==> src/rtl/mvb_merge_arbiter.sv <==
// mvb_merge_arbiter: shares one registered MVB output between two MVB producers.
// Word-granularity round-robin with a burst quantum. Every output word carries
// the index of the input it came from. Empty words (no item valid) are consumed
// and dropped without touching the output register or the arbitration state.
module mvb_merge_arbiter #(
    parameter int ITEMS      = 4,
    parameter int ITEM_WIDTH = 32,
    parameter int BURST      = 4
) (
    input  logic                        CLK,
    input  logic                        RESET,
    input  logic [ITEMS*ITEM_WIDTH-1:0] RX0_DATA,
    input  logic [ITEMS-1:0]            RX0_VLD,
    input  logic                        RX0_SRC_RDY,
    output logic                        RX0_DST_RDY,
    input  logic [ITEMS*ITEM_WIDTH-1:0] RX1_DATA,
    input  logic [ITEMS-1:0]            RX1_VLD,
    input  logic                        RX1_SRC_RDY,
    output logic                        RX1_DST_RDY,
    output logic [ITEMS*ITEM_WIDTH-1:0] TX_DATA,
    output logic [ITEMS-1:0]            TX_VLD,
    output logic                        TX_SRC,
    output logic                        TX_SRC_RDY,
    input  logic                        TX_DST_RDY
);

    localparam int DW = ITEMS * ITEM_WIDTH;
    // Burst limit widened to 9 bits so BURST=256 compares against CNT+1 exactly.
    localparam logic [8:0] BURST_W = 9'(BURST);

    typedef enum logic [1:0] {IDLE, LOCK0, LOCK1} state_t;

    state_t           state_q, state_d;
    logic             ptr_q, ptr_d;
    logic [7:0]       cnt_q, cnt_d;
    logic             full_q, full_d;
    logic [DW-1:0]    data_q, data_d;
    logic [ITEMS-1:0] vld_q, vld_d;
    logic             src_q, src_d;

    logic             gnt, gnt_vld, can_load, go, counted, other_rdy;
    logic [DW-1:0]    sel_data;
    logic [ITEMS-1:0] sel_vld;

    // Grant: an active lock wins if its input still presents; otherwise the
    // pointer breaks ties and a lone requester is served directly.
    always_comb begin
        gnt     = 1'b0;
        gnt_vld = 1'b1;
        if (state_q == LOCK0 && RX0_SRC_RDY)      gnt = 1'b0;
        else if (state_q == LOCK1 && RX1_SRC_RDY) gnt = 1'b1;
        else if (RX0_SRC_RDY && RX1_SRC_RDY)      gnt = ptr_q;
        else if (RX0_SRC_RDY)                     gnt = 1'b0;
        else if (RX1_SRC_RDY)                     gnt = 1'b1;
        else                                      gnt_vld = 1'b0;
    end

    // The output register can take a word when empty or draining this cycle.
    // RESET gating keeps both DST_RDY low for the whole reset window.
    assign can_load    = !full_q || TX_DST_RDY;
    assign go          = gnt_vld && can_load && RESET;
    assign RX0_DST_RDY = go && !gnt;
    assign RX1_DST_RDY = go && gnt;

    assign sel_data  = gnt ? RX1_DATA : RX0_DATA;
    assign sel_vld   = gnt ? RX1_VLD  : RX0_VLD;
    assign other_rdy = gnt ? RX0_SRC_RDY : RX1_SRC_RDY;
    assign counted   = go && (sel_vld != '0);

    // Next state: load on a counted accept, drain otherwise, and update the
    // burst lock. A lock whose owner went quiet is dropped in the same cycle.
    always_comb begin
        state_d = state_q;
        ptr_d   = ptr_q;
        cnt_d   = cnt_q;
        full_d  = full_q;
        data_d  = data_q;
        vld_d   = vld_q;
        src_d   = src_q;
        if (counted) begin
            data_d = sel_data;
            vld_d  = sel_vld;
            src_d  = gnt;
            full_d = 1'b1;
            if (({1'b0, cnt_q} + 9'd1 == BURST_W) || !other_rdy) begin
                state_d = IDLE;
                cnt_d   = 8'd0;
                ptr_d   = ~gnt;
            end else begin
                state_d = gnt ? LOCK1 : LOCK0;
                cnt_d   = cnt_q + 8'd1;
            end
        end else begin
            if (full_q && TX_DST_RDY) full_d = 1'b0;
            if ((state_q == LOCK0 && !RX0_SRC_RDY) ||
                (state_q == LOCK1 && !RX1_SRC_RDY)) begin
                state_d = IDLE;
                cnt_d   = 8'd0;
            end
        end
    end

    // State and output register; reset discards any word in flight.
    always_ff @(posedge CLK or negedge RESET) begin
        if (!RESET) begin
            state_q <= IDLE;
            ptr_q   <= 1'b0;
            cnt_q   <= 8'd0;
            full_q  <= 1'b0;
            data_q  <= '0;
            vld_q   <= '0;
            src_q   <= 1'b0;
        end else begin
            state_q <= state_d;
            ptr_q   <= ptr_d;
            cnt_q   <= cnt_d;
            full_q  <= full_d;
            data_q  <= data_d;
            vld_q   <= vld_d;
            src_q   <= src_d;
        end
    end

    assign TX_DATA    = data_q;
    assign TX_VLD     = vld_q;
    assign TX_SRC     = src_q;
    assign TX_SRC_RDY = full_q;

endmodule

==> config.mk <==
export PLATFORM = sky130hd
export DESIGN_NAME = mvb_merge_arbiter
export DESIGN_NICKNAME = d
export VERILOG_FILES = /design/src/rtl/mvb_merge_arbiter.sv
export SDC_FILE = /design/constraint.sdc
export NUM_CORES = 1
export LEC_CHECK = 0
export ABC_CLOCK_PERIOD_IN_PS = 4000
export BUFFER_PORTS_ARGS = -buffer_cell sky130_fd_sc_hd__buf_2
export CAP_MARGIN = 40
export CORE_AREA = 2 2 157 159
export CTS_CLUSTER_SIZE = 16
export DETAILED_ROUTE_END_ITERATION = 8
export DIE_AREA = 0 0 159 161
export SYNTH_ARGS = -nofsm -noshare
export SYNTH_HDL_FRONTEND = slang
export SYNTH_SLANG_ARGS = --single-unit
==> constraint.sdc <==
create_clock -name CLK -period 4 [get_ports CLK]
set_input_delay 0.6 -clock CLK [delete_from_list [all_inputs] [get_ports CLK]]
set_output_delay 0.6 -clock CLK [all_outputs]
set_load 0.05 [all_outputs]
==> results of run 1 <==
==> per-layer routing <==
metal / vias up / routed length [µm] / part of all wire, %
li1: 3189 / - / -
met1: 2992 / 9770 / 43
met2: 264 / 10900 / 48
met3: 19 / 1530 / 6.8
met4: 2 / 331 / 1.5
met5: - / 7 / 0.031
==> final timing paths <==
path                       slack (ps)                      end  cells after the start
max in group asynchronous        3000  TX_DATA[57]$_DFFE_PN0P_                      3
setup reg to reg                 1490   state_q[1]$_DFFE_PN0P_                      6
hold reg to reg                   490  TX_DATA[27]$_DFFE_PN0P_                      2
hold / removal                     70   TX_DATA[3]$_DFFE_PN0P_                      1
setup / recovery                 1050              RX0_DST_RDY                      5
min in group CLK                  440  TX_DATA[91]$_DFFE_PN0P_                      3
==> through the flow <==
stage	setup WS (ps)	hold slack, ps
finish	1050	65.9
global route	939	68.2
CTS	1030	62.0
detailed placement	1170	483
global placement	1200	474
floorplan	1180	304
==> where the power goes <==
group          total, mW  internal [mW]  switching [mW]
Clock               1.49          0.823           0.672
Sequential          1.93           1.77           0.157
Combinational       2.34          0.621            1.71
Total               5.76           3.22            2.54
==> sequential cells by signal, summed over array words and instances, names as in the netlist <==
register,flops
state_q,2
ptr_q,1
TX_SRC,1
TX_DATA,128
TX_VLD,4
TX_SRC_RDY,1
cnt_q,8
==> cells by family after synthesis <==
logic type | count (synthesis)
compound gates | 287
flops | 145
mux | 136
buf+inv | 67
simple gates | 34
xor+xnor | 1
fa+ha+maj | 1
==> worst max-delay path: stages, from the launching register on <==
cell	delay, ps
dfrtp_1	380
nor2b_1	150
o311ai_4	440
buf_12	430
nor2b_1	200
buf_2	270
==> cells in the mapped netlist <==
library cell  number  area share, %
o22ai_1            1          0.090
nand4_1            1          0.090
buf_1              8           0.43
o221ai_1           1           0.13
a21oi_1            2           0.14
o311ai_4           1           0.38
nor3b_1            1           0.11
mux2i_2            1           0.20
nor2_1             6           0.32
nand3_1            3           0.21
xnor2_1            1           0.13
ha_1               1           0.18
o2bb2ai_1          1           0.13
inv_1              7           0.38
and2_1             2           0.18
nand3b_1           1           0.11
mux2_1             1           0.16
nor3_1             1          0.072
nor2b_1            4           0.36
a22o_1             1           0.13
buf_4              1           0.11
a31oi_1            2           0.18
nand2b_1           3           0.27
nor4_1             1          0.090
clkbuf_1          14           0.75
and3_1             2           0.18
inv_2              1          0.054
buf_2             36            2.6
mux2i_1          133             19
o211ai_1           7           0.75
mux2_2             1           0.16
nand2_1            6           0.32
dfrtp_1          145             52
o21ai_1          271             19
or4_1              2           0.21
and4_1             1           0.13
==> layout make-up <==
class / instances / area, µm²
clock buffers: 20 / 447
clock inverters: 12 / 100
fillers: 2461 / 14100
inverters: 8 / 30.0
multi-input cells: 459 / 3080
flip-flops and latches: 145 / 3630
well taps: 324 / 405
repair buffers: 416 / 2210
==> run_results.csv, run 1 <==
group,metric,value,unit
detailed_routing,drtIter0Drc,250,
synth,synthAdderAreaFrac,0.179,%
floorplan,io-pin-count,405,
hold_path,hold_path.class,"input pin to async pin",
detailed_routing,dr.pass1.iters,4,
synth,synth_xor_xnor_area_share,0.125,%
global_route,grt_use_total,17.3,%
sta,setup_viol,0,
synth,synth_area,6990,µm²
pwr,fin_total_pwr,5.76,mW
sta,min_period_over_period,73.6,%
critical_path,critical_path.startpoint_type,"flip-flop",
finish,nets,1317,
run_status,status,"complete, no violations",
floorplan,rows,57,
placement,io_buffers,404,
placement,placed_cells,1352,
finish,instances_no_fill,1384,
pwr,p_leak,5.19,nW
critical_path,worstReg2RegStart,"ptr_q$_DFFE_PN0P_",
clocking,cts_resized,0,
synth,ys_seq_area_share,51.9,%
placement,post-dp-hpwl,16400,µm
flow_run,drv_cap,0,
clocking,clock_latency,420,ps
synth,synth_nets,941,
critical_path,cp_data_required_time,3400,ps
floorplan,die-area,25600,µm²
critical_path,end_kind,"output port",
critical_path,crit_type,"flip-flop to output port",
synth,avgSynthCellArea,10.4,µm²
clocking,cts_setup_buffers,0,
finish,drive_gt1_share,42.5,%
sta,clock.fmax,339,MHz
global_route,grt_overflow_total,0,
synth,ys_seq_elements,145,
global_route,grt_pass1_vias,6637,
global_route,use_met1,21.5,%
sta,fin_skew,11.5,ps
placement,routabilityCongestion,0.763,
clocking,cts_made_buffers,17,
critical_path,startpoint,"ptr_q$_DFFE_PN0P_",
clocking,cts.sink_count,145,
critical_path,crit_path_max_fanout,75,
synth,ys.warnings.count,0,
clocking,cts_hold_buf,0,
pwr,max-vdd-ir-drop,0.231,mV
global_route,grt_pass1_wl,35400,µm
critical_path,crit_arrival,2350,ps
finish,final_cell_area,9900,µm²
floorplan,die_width,159,µm
sta,post-route-min-period,2950,ps
detailed_routing,viasPerCell,4.67,
synth,synth_mux_area_share,19.6,%
floorplan,fp.dieH,161,µm
detailed_routing,wire_per_inst,16.3,µm
sta,rsz0062_at_grt,"no",
detailed_routing,num_vias,6466,
clocking,cts_root_buffer,"clkbuf_16",
global_route,antenna_found_initial,1,
finish,n_antenna_cell,0,
floorplan,core,24000,µm²
sta,tightest_slew,710,ps
global_route,grt_max_degree,76,
detailed_routing,drc,0,
sta,slew_viol_final,0,
synth,synthDistinctLibCells,36,
clocking,clock_path_buffers,2,
finish,final_common_cell,"buf_2",
clocking,cts_tree,"yes",
synth,syn_inst,671,
floorplan,initial_core_util,29.2,%
sta,hold_viol,0,
synth,synth_top_family_by_area,"compound AO/OA/AOI/OAI gates",
global_route,grtUsageMet3,5.19,%
detailed_routing,wirelength,22500,µm
pwr,power_density,582,nW/µm²
finish,layout_common_cells,"403 x buf_2, 271 x o21ai_1, 145 x dfrtp_1",
clocking,h-tree-depth,4,
finish,post-route-util,41.3,%
synth,synth-compound-area-share,21.3,%
global_route,grtUsageMet2,29.4,%
synth,synth-simple-area-share,2.65,%
global_route,grt-busiest-layer,"met2",
detailed_routing,ant_nets,0,
sta,fin_setup_tns,0,ps
sta,relSlewSlack,51.7,%
finish,syn2layout_area_growth,41.6,%
clocking,clk_pin_slew,70,ps
placement,placed_area,9360,µm²
No activity file was read; power rests on OpenSTA's default activity.
==> inputs of run 2 (changes only) <==
--- a/config.mk
+++ b/config.mk
@@ -5,7 +5,7 @@
 export SDC_FILE = /design/constraint.sdc
 export NUM_CORES = 1
 export LEC_CHECK = 0
-export ABC_CLOCK_PERIOD_IN_PS = 4000
+export ABC_CLOCK_PERIOD_IN_PS = 2600
 export BUFFER_PORTS_ARGS = -buffer_cell sky130_fd_sc_hd__buf_2
 export CAP_MARGIN = 40
 export CORE_AREA = 2 2 157 159
==> constraint.sdc (replaced) <==
create_clock -name CLK -period 2.6 [get_ports CLK]
set_input_delay 0.39 -clock CLK [delete_from_list [all_inputs] [get_ports CLK]]
set_output_delay 0.39 -clock CLK [all_outputs]
set_load 0.05 [all_outputs]
==> run 2 against run 1 <==
Routed wire length up 0.32%. Largest cell class unchanged. Sequential share of layout area shrank 0.54 points. Clock skew decreased by 1.6 ps. Sequential power grew 54%.
==> run_results.csv, run 2 (same netlist as run 1, synthesis figures left out) <==
group,metric,value,unit
flow_run,drv_cap,0,
pwr,swShare,42.8,%
finish,nets,1322,
global_route,antenna_found_initial,1,
critical_path,path_common_cell,"nor2b_1",
clocking,cts_hold_buf,0,
floorplan,initial_core_util,29.2,%
clocking,clock_path_buffers,2,
finish,syn2layout_area_growth,43.8,%
detailed_routing,dr.pass1.iters,6,
pwr,p_leak,5.27,nW
run_status,status,"complete, no violations",
global_route,grt_use_total,17.2,%
floorplan,rows,57,
sta,fin_skew,9.92,ps
clocking,cts_tree,"yes",
detailed_routing,drtIter0Drc,335,
global_route,grt_overflow_total,0,
placement,io_buffers,404,
sta,min_period_over_period,95.5,%
placement,post-dp-hpwl,16400,µm
floorplan,die-area,25600,µm²
sta,relSlewSlack,58.4,%
global_route,grt_pass1_vias,6572,
clocking,cts.sink_count,145,
finish,drive_gt1_share,42.8,%
sta,slew_viol_final,0,
pwr,power.internal,5.25,mW
detailed_routing,ant_nets,0,
clocking,cts_root_buffer,"clkbuf_16",
detailed_routing,wire_per_inst,16.3,µm
floorplan,io-pin-count,405,
sta,rsz0062_at_grt,"no",
critical_path,critical_path.startpoint_type,"flip-flop",
finish,final_common_cell,"buf_2",
clocking,clk_pin_slew,60,ps
clocking,cts_made_buffers,17,
critical_path,end_kind,"output port",
critical_path,crit_type,"flip-flop to output port",
critical_path,critPathTopFamily,"buffers and inverters",
finish,largest_reg_flops,128,
critical_path,cp_data_required_time,2210,ps
detailed_routing,viasPerCell,4.71,
pwr,switchingPower,3.92,mW
critical_path,slowest_delay,430,ps
finish,layout_common_cells,"403 x buf_2, 271 x o21ai_1, 145 x dfrtp_1",
critical_path,path_cells,"nor2b_1 -> o311ai_4 -> buf_12 -> nor2b_1 -> buf_2",
placement,routabilityCongestion,0.757,
sta,setup_viol,0,
finish,post-route-util,42.0,%
sta,post-route-min-period,2480,ps
pwr,max-vdd-ir-drop,0.449,mV
floorplan,die_width,159,µm
pwr,clkPwrFrac,27.9,%
detailed_routing,wirelength,22600,µm
placement,placed_area,9420,µm²
pwr,power_density,912,nW/µm²
clocking,h-tree-depth,4,
clocking,clock_latency,410,ps
floorplan,core,24000,µm²
critical_path,crit_arrival,2090,ps
sta,fin_setup_tns,0,ps
pwr,combPwrFrac,39.6,%
hold_path,hold_path.class,"input pin to async pin",
sta,tightest_slew,625,ps
critical_path,crit_path_max_fanout,18,
clocking,cts_setup_buffers,0,
finish,n_antenna_cell,0,
global_route,grt_pass1_wl,35200,µm
detailed_routing,num_vias,6541,
critical_path,rrSetupSlack,330,ps
sta,hold_viol,0,
pwr,p_seq_share,32.5,%
finish,final_cell_area,10100,µm²
pwr,fin_total_pwr,9.17,mW
critical_path,path_buf_inv,2,
floorplan,fp.dieH,161,µm
sta,hold_ws,51.1,ps
detailed_routing,drc,0,
sta,clock.fmax,403,MHz
global_route,grt_max_degree,103,
critical_path,critPathSlowestCell,"o311ai_4",
run 2: layer usage:
metal	up-vias	global-route usage [%]	part of all wire [%]
li1	3214	-	-
met1	3027	21.8	43
met2	283	29.4	49
met3	15	4.34	6.7
met4	2	4.50	1.3
met5	-	0	0.058
run 2: stage by stage:
step,cells,setup slack (ps)
finish,1389,118
floorplan,671,151
global route,1389,8.79
detailed placement,1356,241
global placement,1356,269
CTS,1388,71.5
run 2: final cells by class:
cell class / instances / area (µm²)
inverters: 8 / 30.0
multi-input cells: 459 / 3080
well taps: 324 / 405
clock buffers: 19 / 433
clock inverters: 13 / 178
repair buffers: 421 / 2300
fillers: 2377 / 13900
flip-flops and latches: 145 / 3630
run 2: what timing repair did:
action | CTS | global route
hold endpoints to repair | 0 | 0
endpoints found under the setup margin | 0 | 1
resized for setup | 0 | 0
run 2: power by group through the flow:
stage	Clock, mW	Combinational (mW)	Sequential (mW)
finish	2.56	3.63	2.98
detailed placement	0	3.66	3.02
CTS	2.64	3.65	2.98
floorplan	0	0.930	4.65
global route	2.74	3.85	3.04
global placement	0	3.62	3.00
run 2: worst paths after layout:
check                                         start                  endpoint  depth (start not counted)
setup / recovery                  ptr_q$_DFFE_PN0P_               RX0_DST_RDY                          5
hold / removal                                RESET   TX_DATA[62]$_DFFE_PN0P_                          2
setup reg to reg                  ptr_q$_DFFE_PN0P_   TX_DATA[39]$_DFFE_PN0P_                          6
hold reg to reg            TX_DATA[126]$_DFFE_PN0P_  TX_DATA[126]$_DFFE_PN0P_                          2
max in group asynchronous                     RESET   TX_DATA[79]$_DFFE_PN0P_                          3
min in group CLK                      RX0_DATA[123]  TX_DATA[123]$_DFFE_PN0P_                          3
